`src/rtl/ahb_arb_pkg.sv`:
```
// Shared types for the two-manager external-memory AHB arbiter.
package ahb_arb_pkg;

  // Hold-slot address field width; the top casts its PA_BITS address into it.
  localparam int unsigned ARB_PA_BITS = 32;

  localparam logic [1:0] HTRANS_IDLE   = 2'b00;
  localparam logic [1:0] HTRANS_BUSY   = 2'b01;
  localparam logic [1:0] HTRANS_NONSEQ = 2'b10;
  localparam logic [1:0] HTRANS_SEQ    = 2'b11;

  typedef enum logic [1:0] {
    OWN_IDLE = 2'd0,
    OWN_M0   = 2'd1,
    OWN_M1   = 2'd2
  } owner_e;

  typedef struct packed {
    logic [ARB_PA_BITS-1:0] haddr;
    logic                   hwrite;
    logic [2:0]             hsize;
    logic [2:0]             hburst;
    logic [1:0]             htrans;
  } ahb_req_t;

endpackage

```
`src/rtl/ahb_req_capture.sv`:
```
// One-entry address-phase hold slot; capture has priority over clear.
module ahb_req_capture
  import ahb_arb_pkg::*;
(
  input  logic     clk,
  input  logic     rst_n,
  input  logic     capture,
  input  logic     clear,
  input  ahb_req_t req_in,
  output logic     valid,
  output ahb_req_t req
);

  always_ff @(posedge clk) begin
    if (!rst_n) begin
      valid <= 1'b0;
      req   <= '0;
    end else if (capture) begin
      valid <= 1'b1;
      req   <= req_in;
    end else if (clear) begin
      valid <= 1'b0;
    end
  end

endmodule

```
`src/rtl/ahb_extmem_arbiter.sv`:
```
// Two-manager AHB-Lite arbiter for the external-memory subordinate, burst-preserving, M0 priority.
// Optional starvation guard for M1 enabled by defining EXTMEM_ARB_STARVE_EN.
module ahb_extmem_arbiter
  import ahb_arb_pkg::*;
#(
  parameter int unsigned PA_BITS = 32,
  parameter int unsigned AHBW    = 32
`ifdef EXTMEM_ARB_STARVE_EN
  ,
  parameter int unsigned STARVE_LIMIT = 8
`endif
) (
  input  logic                HCLK,
  input  logic                HRESETn,
  input  logic [PA_BITS-1:0]  M0_HADDR,
  input  logic [1:0]          M0_HTRANS,
  input  logic                M0_HWRITE,
  input  logic [2:0]          M0_HSIZE,
  input  logic [2:0]          M0_HBURST,
  input  logic [AHBW-1:0]     M0_HWDATA,
  input  logic [AHBW/8-1:0]   M0_HWSTRB,
  output logic [AHBW-1:0]     M0_HRDATA,
  output logic                M0_HREADY,
  output logic                M0_HRESP,
  input  logic [PA_BITS-1:0]  M1_HADDR,
  input  logic [1:0]          M1_HTRANS,
  input  logic                M1_HWRITE,
  input  logic [2:0]          M1_HSIZE,
  input  logic [2:0]          M1_HBURST,
  input  logic [AHBW-1:0]     M1_HWDATA,
  input  logic [AHBW/8-1:0]   M1_HWSTRB,
  output logic [AHBW-1:0]     M1_HRDATA,
  output logic                M1_HREADY,
  output logic                M1_HRESP,
  output logic [PA_BITS-1:0]  S_HADDR,
  output logic [1:0]          S_HTRANS,
  output logic                S_HWRITE,
  output logic [2:0]          S_HSIZE,
  output logic [2:0]          S_HBURST,
  output logic [AHBW-1:0]     S_HWDATA,
  output logic [AHBW/8-1:0]   S_HWSTRB,
  input  logic [AHBW-1:0]     S_HRDATA,
  input  logic                S_HREADYOUT,
  input  logic                S_HRESP,
  output logic                S_HREADY,
  output logic                GrantM1
);

  owner_e   state, gnt_c;
  ahb_req_t live0, live1, slot0, slot1, sel;
  logic     slot0_valid, slot1_valid;
  logic     d_valid, d_owner;
  logic     pend0, pend1, locked_c;
  logic     cap0, cap1, clr0, clr1;
  logic     hready0_c, hready1_c;
  logic [1:0] eff0, eff1;
`ifdef EXTMEM_ARB_STARVE_EN
  logic     starve_hit_c;
`endif

  assign live0 = '{haddr: ARB_PA_BITS'(M0_HADDR), hwrite: M0_HWRITE, hsize: M0_HSIZE,
                   hburst: M0_HBURST, htrans: M0_HTRANS};
  assign live1 = '{haddr: ARB_PA_BITS'(M1_HADDR), hwrite: M1_HWRITE, hsize: M1_HSIZE,
                   hburst: M1_HBURST, htrans: M1_HTRANS};

  assign eff0  = slot0_valid ? slot0.htrans : M0_HTRANS;
  assign eff1  = slot1_valid ? slot1.htrans : M1_HTRANS;
  assign pend0 = M0_HTRANS[1] | slot0_valid;
  assign pend1 = M1_HTRANS[1] | slot1_valid;

  // Address-phase owner: SEQ/BUSY lock it, wait states hold it, otherwise re-arbitrate.
  always_comb begin
    gnt_c    = OWN_IDLE;
    locked_c = 1'b0;
    if (HRESETn) begin
      locked_c = (state == OWN_M0 && (eff0 == HTRANS_SEQ || eff0 == HTRANS_BUSY)) ||
                 (state == OWN_M1 && (eff1 == HTRANS_SEQ || eff1 == HTRANS_BUSY));
      if (locked_c || !S_HREADYOUT) begin
        gnt_c = state;
`ifdef EXTMEM_ARB_STARVE_EN
      end else if (starve_hit_c && pend1) begin
        gnt_c = OWN_M1;
`endif
      end else if (pend0) begin
        gnt_c = OWN_M0;
      end else if (pend1) begin
        gnt_c = OWN_M1;
      end
    end
  end

  always_comb begin
    sel = '{haddr: '0, hwrite: 1'b0, hsize: '0, hburst: '0, htrans: HTRANS_IDLE};
    if (gnt_c == OWN_M0) begin
      sel = slot0_valid ? slot0 : live0;
    end else if (gnt_c == OWN_M1) begin
      sel = slot1_valid ? slot1 : live1;
    end
  end

  // A deferred manager stalls until its replay completes; the data-phase owner follows the subordinate.
  always_comb begin
    hready0_c = 1'b1;
    hready1_c = 1'b1;
    if (slot0_valid) begin
      hready0_c = 1'b0;
    end else if ((d_valid && !d_owner) || gnt_c == OWN_M0) begin
      hready0_c = S_HREADYOUT;
    end
    if (slot1_valid) begin
      hready1_c = 1'b0;
    end else if ((d_valid && d_owner) || gnt_c == OWN_M1) begin
      hready1_c = S_HREADYOUT;
    end
  end

  assign cap0 = (M0_HTRANS == HTRANS_NONSEQ) && (gnt_c != OWN_M0) && !slot0_valid && hready0_c;
  assign cap1 = (M1_HTRANS == HTRANS_NONSEQ) && (gnt_c != OWN_M1) && !slot1_valid && hready1_c;
  assign clr0 = slot0_valid && (gnt_c == OWN_M0) && S_HREADYOUT;
  assign clr1 = slot1_valid && (gnt_c == OWN_M1) && S_HREADYOUT;

  ahb_req_capture u_slot0 (
    .clk     (HCLK),
    .rst_n   (HRESETn),
    .capture (cap0),
    .clear   (clr0),
    .req_in  (live0),
    .valid   (slot0_valid),
    .req     (slot0)
  );

  ahb_req_capture u_slot1 (
    .clk     (HCLK),
    .rst_n   (HRESETn),
    .capture (cap1),
    .clear   (clr1),
    .req_in  (live1),
    .valid   (slot1_valid),
    .req     (slot1)
  );

  always_ff @(posedge HCLK) begin
    if (!HRESETn) begin
      state   <= OWN_IDLE;
      d_valid <= 1'b0;
      d_owner <= 1'b0;
    end else begin
      state <= gnt_c;
      if (S_HREADYOUT) begin
        d_valid <= sel.htrans[1];
        d_owner <= (gnt_c == OWN_M1);
      end
    end
  end

`ifdef EXTMEM_ARB_STARVE_EN
  localparam int unsigned CNT_W = $clog2(STARVE_LIMIT + 1);
  logic [CNT_W-1:0] starve_cnt;

  assign starve_hit_c = (starve_cnt >= CNT_W'(STARVE_LIMIT));

  // Counts M0 wins at arbitration points while M1 waits; saturates at the limit.
  always_ff @(posedge HCLK) begin
    if (!HRESETn) begin
      starve_cnt <= '0;
    end else if (S_HREADYOUT && !locked_c) begin
      if (gnt_c == OWN_M1) begin
        starve_cnt <= '0;
      end else if (gnt_c == OWN_M0 && pend1 && !starve_hit_c) begin
        starve_cnt <= starve_cnt + CNT_W'(1);
      end
    end
  end
`endif

  assign S_HADDR   = PA_BITS'(sel.haddr);
  assign S_HTRANS  = sel.htrans;
  assign S_HWRITE  = sel.hwrite;
  assign S_HSIZE   = sel.hsize;
  assign S_HBURST  = sel.hburst;
  assign S_HWDATA  = !d_valid ? '0 : (d_owner ? M1_HWDATA : M0_HWDATA);
  assign S_HWSTRB  = !d_valid ? '0 : (d_owner ? M1_HWSTRB : M0_HWSTRB);
  assign S_HREADY  = S_HREADYOUT;
  assign GrantM1   = (gnt_c == OWN_M1);

  assign M0_HRDATA = (d_valid && !d_owner) ? S_HRDATA : '0;
  assign M1_HRDATA = (d_valid &&  d_owner) ? S_HRDATA : '0;
  assign M0_HRESP  = d_valid && !d_owner && S_HRESP;
  assign M1_HRESP  = d_valid &&  d_owner && S_HRESP;
  assign M0_HREADY = hready0_c;
  assign M1_HREADY = hready1_c;

endmodule

```
`config.mk`:
```
export PLATFORM = sky130hd
export DESIGN_NAME = ahb_extmem_arbiter
export DESIGN_NICKNAME = d
export VERILOG_FILES = /design/src/rtl/ahb_arb_pkg.sv /design/src/rtl/ahb_req_capture.sv /design/src/rtl/ahb_extmem_arbiter.sv
export SDC_FILE = /design/constraint.sdc
export NUM_CORES = 1
export LEC_CHECK = 0
export ABC_AREA = 0
export BUFFER_PORTS_ARGS = -buffer_cell sky130_fd_sc_hd__buf_2
export CAP_MARGIN = 40
export CORE_AREA = 2 2 131 133
export DETAILED_ROUTE_END_ITERATION = 8
export DIE_AREA = 0 0 133 135
export PLACE_DENSITY = 0.73
export SYNTH_ARGS = -nofsm -noshare
export SYNTH_HDL_FRONTEND = slang
export SYNTH_SLANG_ARGS = --single-unit
export TNS_END_PERCENT = 100
```
`constraint.sdc`:
```
create_clock -name HCLK -period 1.65 [get_ports HCLK]
set_input_delay 0.33 -clock HCLK [delete_from_list [all_inputs] [get_ports HCLK]]
set_output_delay 0.33 -clock HCLK [all_outputs]
set_load 0.02 [all_outputs]
```
==> Word level (Yosys, flattened, before mapping) <==
Index checks and enable logic that the tools add are counted.
{ "word_totals": {"register_bits": 88, "inputBits": 190, "elab_cells": 81} }
{ "classes": {"n_eq_ne": 12, "muxes": 24, "bitwise": 2, "n_reduce_logical": 28} }
{ "ops": {"columns": ["cell", "n"], "rows": [
  ["41-bit 2-to-1 mux", 4],
  ["32-bit 2-to-1 mux", 4],
  ["1-bit logical AND", 16],
  ["2-bit equality test, second input constant", 6],
  ["2-bit 2-to-1 mux", 6],
  ["2-bit by 1-bit equality test with 1-bit output, second input constant", 4],
  ["1-bit 2-to-1 mux", 8],
  ["4-bit 2-to-1 mux", 2],
  ["1-bit logical OR", 6],
  ["1-bit logical NOT", 4],
  ["2-bit nonzero test", 2],
  ["2-bit by 1-bit inequality test with 1-bit output, second input constant", 1],
  ["2-bit inequality test, second input constant", 1],
  ["1-bit OR", 2]
]} }

==> Logic depth before layout (Yosys ltp) <==
{ "depth": {"word_depth": 14, "ltp_mapped": 7} }

==> Cells and area by module <==
From an unflattened synthesis, not the netlist that was laid out.
{ "hier_totals": {"cells_unflattened": 621, "hier_area_um2": 5975.7} }
{ "by_module_without_submodules": {"columns": ["module", "n_inst", "cells_each", "area_per_inst_um2", "seq_area_each_um2"], "rows": [
  ["ahb_req_capture", 2, 135, 1627.8, 840.8],
  ["ahb_extmem_arbiter", 1, 351, 2720.1, 80.1]
]} }

==> Least setup slack after synthesis <==
Ideal clock, no wire load.
{ "synth_path": {"kind": "reg-to-output", "start": "register u_slot0.valid", "end": "output S_HADDR[0]", "arrival_ps": 1747, "setup_slack_ps": -427, "stages_incl_launch_ff": 7, "n_path_buf": 2, "cell_sequence": "dfxtp_1 buf_2 or2_1 nor4b_4 nor2_1 buf_2 o22ai_1"} }
{ "synth_via": {"elab_chain_cells": 11, "word_cells_on_any_way": 16, "classes_between": "eq/ne (4); mux (7); bitwise (1); reduce/logical (4)"} }
{ "synth_rtl": {"columns": ["item", "line", "text"], "rows": [
  ["start, declared", "ahb_req_capture.sv:10", "output logic valid,"],
  ["start signal, assigned", "ahb_req_capture.sv:16", "valid <= 1'b0;"],
  ["start signal, assigned", "ahb_req_capture.sv:19", "valid <= 1'b1;"],
  ["start signal, assigned", "ahb_req_capture.sv:22", "valid <= 1'b0;"],
  ["2-bit 2-to-1 mux", "ahb_extmem_arbiter.sv:66", "assign eff0 = slot0_valid ? slot0.htrans : M0_HTRANS;"],
  ["2-bit equality test / 2-bit by 1-bit equality test with 1-bit output (equally long branches)", "ahb_extmem_arbiter.sv:76", "locked_c = (state == OWN_M0 && (eff0 == HTRANS_SEQ || eff0 == HTRANS_BUSY)) ||"],
  ["1-bit logical OR", "ahb_extmem_arbiter.sv:76", null],
  ["1-bit logical AND", "ahb_extmem_arbiter.sv:76", null],
  ["1-bit logical OR", "ahb_extmem_arbiter.sv:76", null],
  ["1-bit logical OR", "ahb_extmem_arbiter.sv:78", "if (locked_c || !S_HREADYOUT) begin"],
  ["2-bit 2-to-1 mux", "ahb_extmem_arbiter.sv:78", null],
  ["2-bit 2-to-1 mux", "ahb_extmem_arbiter.sv:75", "if (HRESETn) begin"],
  ["2-bit equality test", "ahb_extmem_arbiter.sv:96", "end else if (gnt_c == OWN_M1) begin"],
  ["41-bit 2-to-1 mux", "ahb_extmem_arbiter.sv:96", null],
  ["41-bit 2-to-1 mux *", "ahb_extmem_arbiter.sv:94", "if (gnt_c == OWN_M0) begin"],
  ["end, declared", "ahb_extmem_arbiter.sv:35", "output logic [PA_BITS-1:0] S_HADDR,"]
]} }
Every way passes the cells marked *; elsewhere a longest branch is shown, timed or not.

==> Worst setup path after layout <==
{ "layout_path": {"start": "register u_slot0.valid", "end": "output S_HBURST[2]"} }
{ "layout_via": {"elab_chain_cells": 11, "word_cells_on_any_way": 16, "classes_between": "eq/ne (4); mux (7); bitwise (1); reduce/logical (4)"} }
{ "layout_rtl": {"columns": ["item", "line", "text"], "rows": [
  ["2-bit 2-to-1 mux", "ahb_extmem_arbiter.sv:66", null],
  ["2-bit equality test / 2-bit by 1-bit equality test with 1-bit output (equally long branches)", "ahb_extmem_arbiter.sv:76", null],
  ["1-bit logical OR", "ahb_extmem_arbiter.sv:76", null],
  ["1-bit logical AND", "ahb_extmem_arbiter.sv:76", null],
  ["1-bit logical OR", "ahb_extmem_arbiter.sv:76", null],
  ["1-bit logical OR", "ahb_extmem_arbiter.sv:78", null],
  ["2-bit 2-to-1 mux", "ahb_extmem_arbiter.sv:78", null],
  ["2-bit 2-to-1 mux", "ahb_extmem_arbiter.sv:75", null],
  ["2-bit equality test", "ahb_extmem_arbiter.sv:96", null],
  ["41-bit 2-to-1 mux", "ahb_extmem_arbiter.sv:96", null],
  ["41-bit 2-to-1 mux *", "ahb_extmem_arbiter.sv:94", null],
  ["end, declared", "ahb_extmem_arbiter.sv:39", "output logic [2:0] S_HBURST,"]
]} }
Marked as above.

==> metrics.cfg <==
[worst_setup_path]
crit_fanout = 11
cp-startpoint = u_slot0.valid
endpoint_kind = primary output
reg2reg_setup_slack_ps = -240
required_ps = 1320
crit_end = S_HBURST[2]
worstSetupStartpointType = flip-flop
worstPathArrival_ps = 1950
r2r-end = u_slot0.req[37]
worstSetupPathType = reg2out
reg2reg_depth = 8
reg2reg_from = d_valid

[logic_synthesis]
synth_warnings = 0
syn_inst = 704
synth_area_leader_cell = mux2i_1
ys_top_cells_by_area = mux2i_1, dfxtp_1, nand2_1
ys_ff_latch = 88
synth_cell_type_count = 35
synth_top_family_by_area = multiplexers
yosys.area_share.simple_pct = 23.9
synth_mux_area_share_pct = 33.5
seq_area_frac_synth_pct = 29.7
synth_compound_area_share_pct = 6.89
synth_nets = 894
synth.avg_cell_area_um2 = 8.41
synthAdderAreaFrac_pct = 0
netlist_area_um2 = 5920
synth_top_area_share_pct = 33.1
synthXorXnorAreaFrac_pct = 0

[detailed_routing]
firstDrtPassIters = 5
vias_per_cell = 5.38
first_iter_violations = 289
wl_um = 30800
vias = 7118
wl_per_cell_um = 23.3
drcViolationCount = 0
ant_nets = 0

[timing]
setup_slack_ps = -632
maxSlewViolCount = 0
fin_skew_ps = 11.5
slew_headroom_pct = 69.0
fmax_mhz = 438
layout_min_cycle_time_ps = 2280
rsz0062_at_grt = yes
setup_viol = 226
finalHoldViolCount = 0
post-route-period-util_pct = 138
max_slew.worst_pin.slew_ps = 466

[floorplan]
rows = 47
io_pins = 337
core_region_area_um2 = 16400
start_util_pct = 36.1
die_x_um = 133
die_h_um = 135
die_area_um2 = 18000

[power_and_ir_drop]
p_seq_share_pct = 33.3
peakVddDrop_v = 0.000478
pwr-share-clk_pct = 31.0
p_per_area_nw_per_um2 = 597
leakagePower_nw = 4.78
p_comb_share_pct = 35.7
p_switching_w = 0.00221
sw_frac_of_total_pct = 32.0
p_int_w = 0.00469

[placement]
dp_hpwl_um = 17200
dp.cells = 1238
dpl_worst_slack_ps = -333
place_congestion = 0.898
portBuffers = 336

[grt]
grt_pass1_vias = 6649
grt_max_degree = 103
grt_pass1_wl_um = 39200
antenna_found_initial = 16
grt_remaining_overflow = 0
track_usage_pct = 28.7

[layout]
post-route-util_pct = 70.4
fillers = 1126
layout_commonest_cell = buf_2
layout_common_cells = buf_2, mux2i_1, nand2_1
regArea_um2 = 1780
layout.nets = 1276
syn2layout_area_growth_pct = 94.9
drive_above_1_share_pct = 56.9
multi_input_area_um2 = 4930
fin_cells = 1323

[run]
cap_violations = 0

[cts]
cts_tree = done
cts_max_path_buffers = 2
clk_pin_slew_worst_paths_ps = 70
worstSkewPairLatency_ps = 350
ctsHtreeMaxLevel = 3
cts-root-buf = clkbuf_16
cts_num_sinks = 88
cts_buffers = 9

[outcome]
outcome = finished with violations
violations = negative setup slack

[worst_hold_path]
worstHoldPathType = in2reg

[synthesized netlist by cell type (all sizes together)]
library cell,instances
a2111oi,1
a21boi,1
a21oi,4
a31o,1
and2,35
and3,33
buf,27
clkbuf,40
dfxtp,88
inv,4
mux2i,197
nand2,162
nand2b,2
nand3,1
nand3b,3
nor2,7
nor2b,39
nor3,2
nor3b,1
nor4,1
nor4b,1
o21a,4
o21ai,5
o221a,1
o22a,1
o22ai,41
o311ai,1
or2,1
[power by group through the flow]
stage / combinational [W] / clock, W / sequential (W)
finish: 0.00246 / 0.00214 / 0.00230
global route: 0.00257 / 0.00223 / 0.00231
CTS: 0.00212 / 0.00215 / 0.00229
detailed placement: 0.00170 / 0 / 0.00234
global placement: 0.00167 / 0 / 0.00233
floorplan: 0.00106 / 0 / 0.00232
[cell families after synthesis]
| family | after synthesis |
|---|---|
| muxes | 197 |
| DFF | 88 |
| buffers and inverters | 71 |
| and+or+nand+nor | 288 |
| AOI/OAI and AO/OA | 60 |
[sequential cells by signal, summed over array words and instances, names as in the netlist]
signal,count
u_slot0.req,41
u_slot1.req,41
state,2
d_owner,1
d_valid,1
u_slot0.valid,1
u_slot1.valid,1
[critical path, stage by stage, from the launching register on]
cell       delay (ps)
dfxtp_2           320
or2_4             230
nor4b_4           360
nor2_4             70
buf_12            160
clkbuf_16         190
o22ai_4           130
buf_6             140
[routing by layer]
metal | global-route usage [%] | share of wire (%)
met1 | 28.8 | 33
met2 | 51.4 | 50
met3 | 9.50 | 8.9
met4 | 17.9 | 7.3
met5 | 0 | 0.24
[per-stage QoR]
stage	TNS [ps]	hold slack (ps)	power, W	cell area (um^2)
2_1_floorplan	-12280	412	0.00338	6270
3_3_place_gp	-23070	421	0.00400	8380
3_5_place_dp	-25600	432	0.00404	8410
4_1_cts	-53940	225	0.00657	10600
5_1_grt	-67160	236	0.00710	11500
6_report	-57380	235	0.00689	11500
[final cells by class]
type | instances | share of cell area (%)
Tap cell | 220 | 2.38
Clock inverter | 6 | 0.574
Antenna cell | 12 | 0.260
Inverter | 4 | 0.130
Clock buffer | 10 | 2.07
Multi-Input combinational cell | 545 | 42.7
Sequential cell | 88 | 15.4
Timing Repair Buffer | 438 | 36.5
[worst min-delay path by stage]
stage / start / endpoint / slack [ps] / cells past startpoint
global placement: u_slot0.req[0] / u_slot0.req[0] / 420 / 2
global route: M1_HSIZE[2] / u_slot1.req[7] / 240 / 3
detailed placement: u_slot0.req[0] / u_slot0.req[0] / 430 / 2
CTS: M0_HADDR[30] / u_slot0.req[39] / 230 / 3
floorplan: u_slot0.req[0] / u_slot0.req[0] / 410 / 2
finish: M0_HADDR[19] / u_slot0.req[28] / 240 / 3
[timing repair]
item	CTS	global route
pin swaps	37	20
setup buffers	26	15
cloned	25	9
hold buffers	0	0
setup endpoints to repair	227	231
gates resized for setup	300	198
No activity file was read; power rests on OpenSTA's default activity.
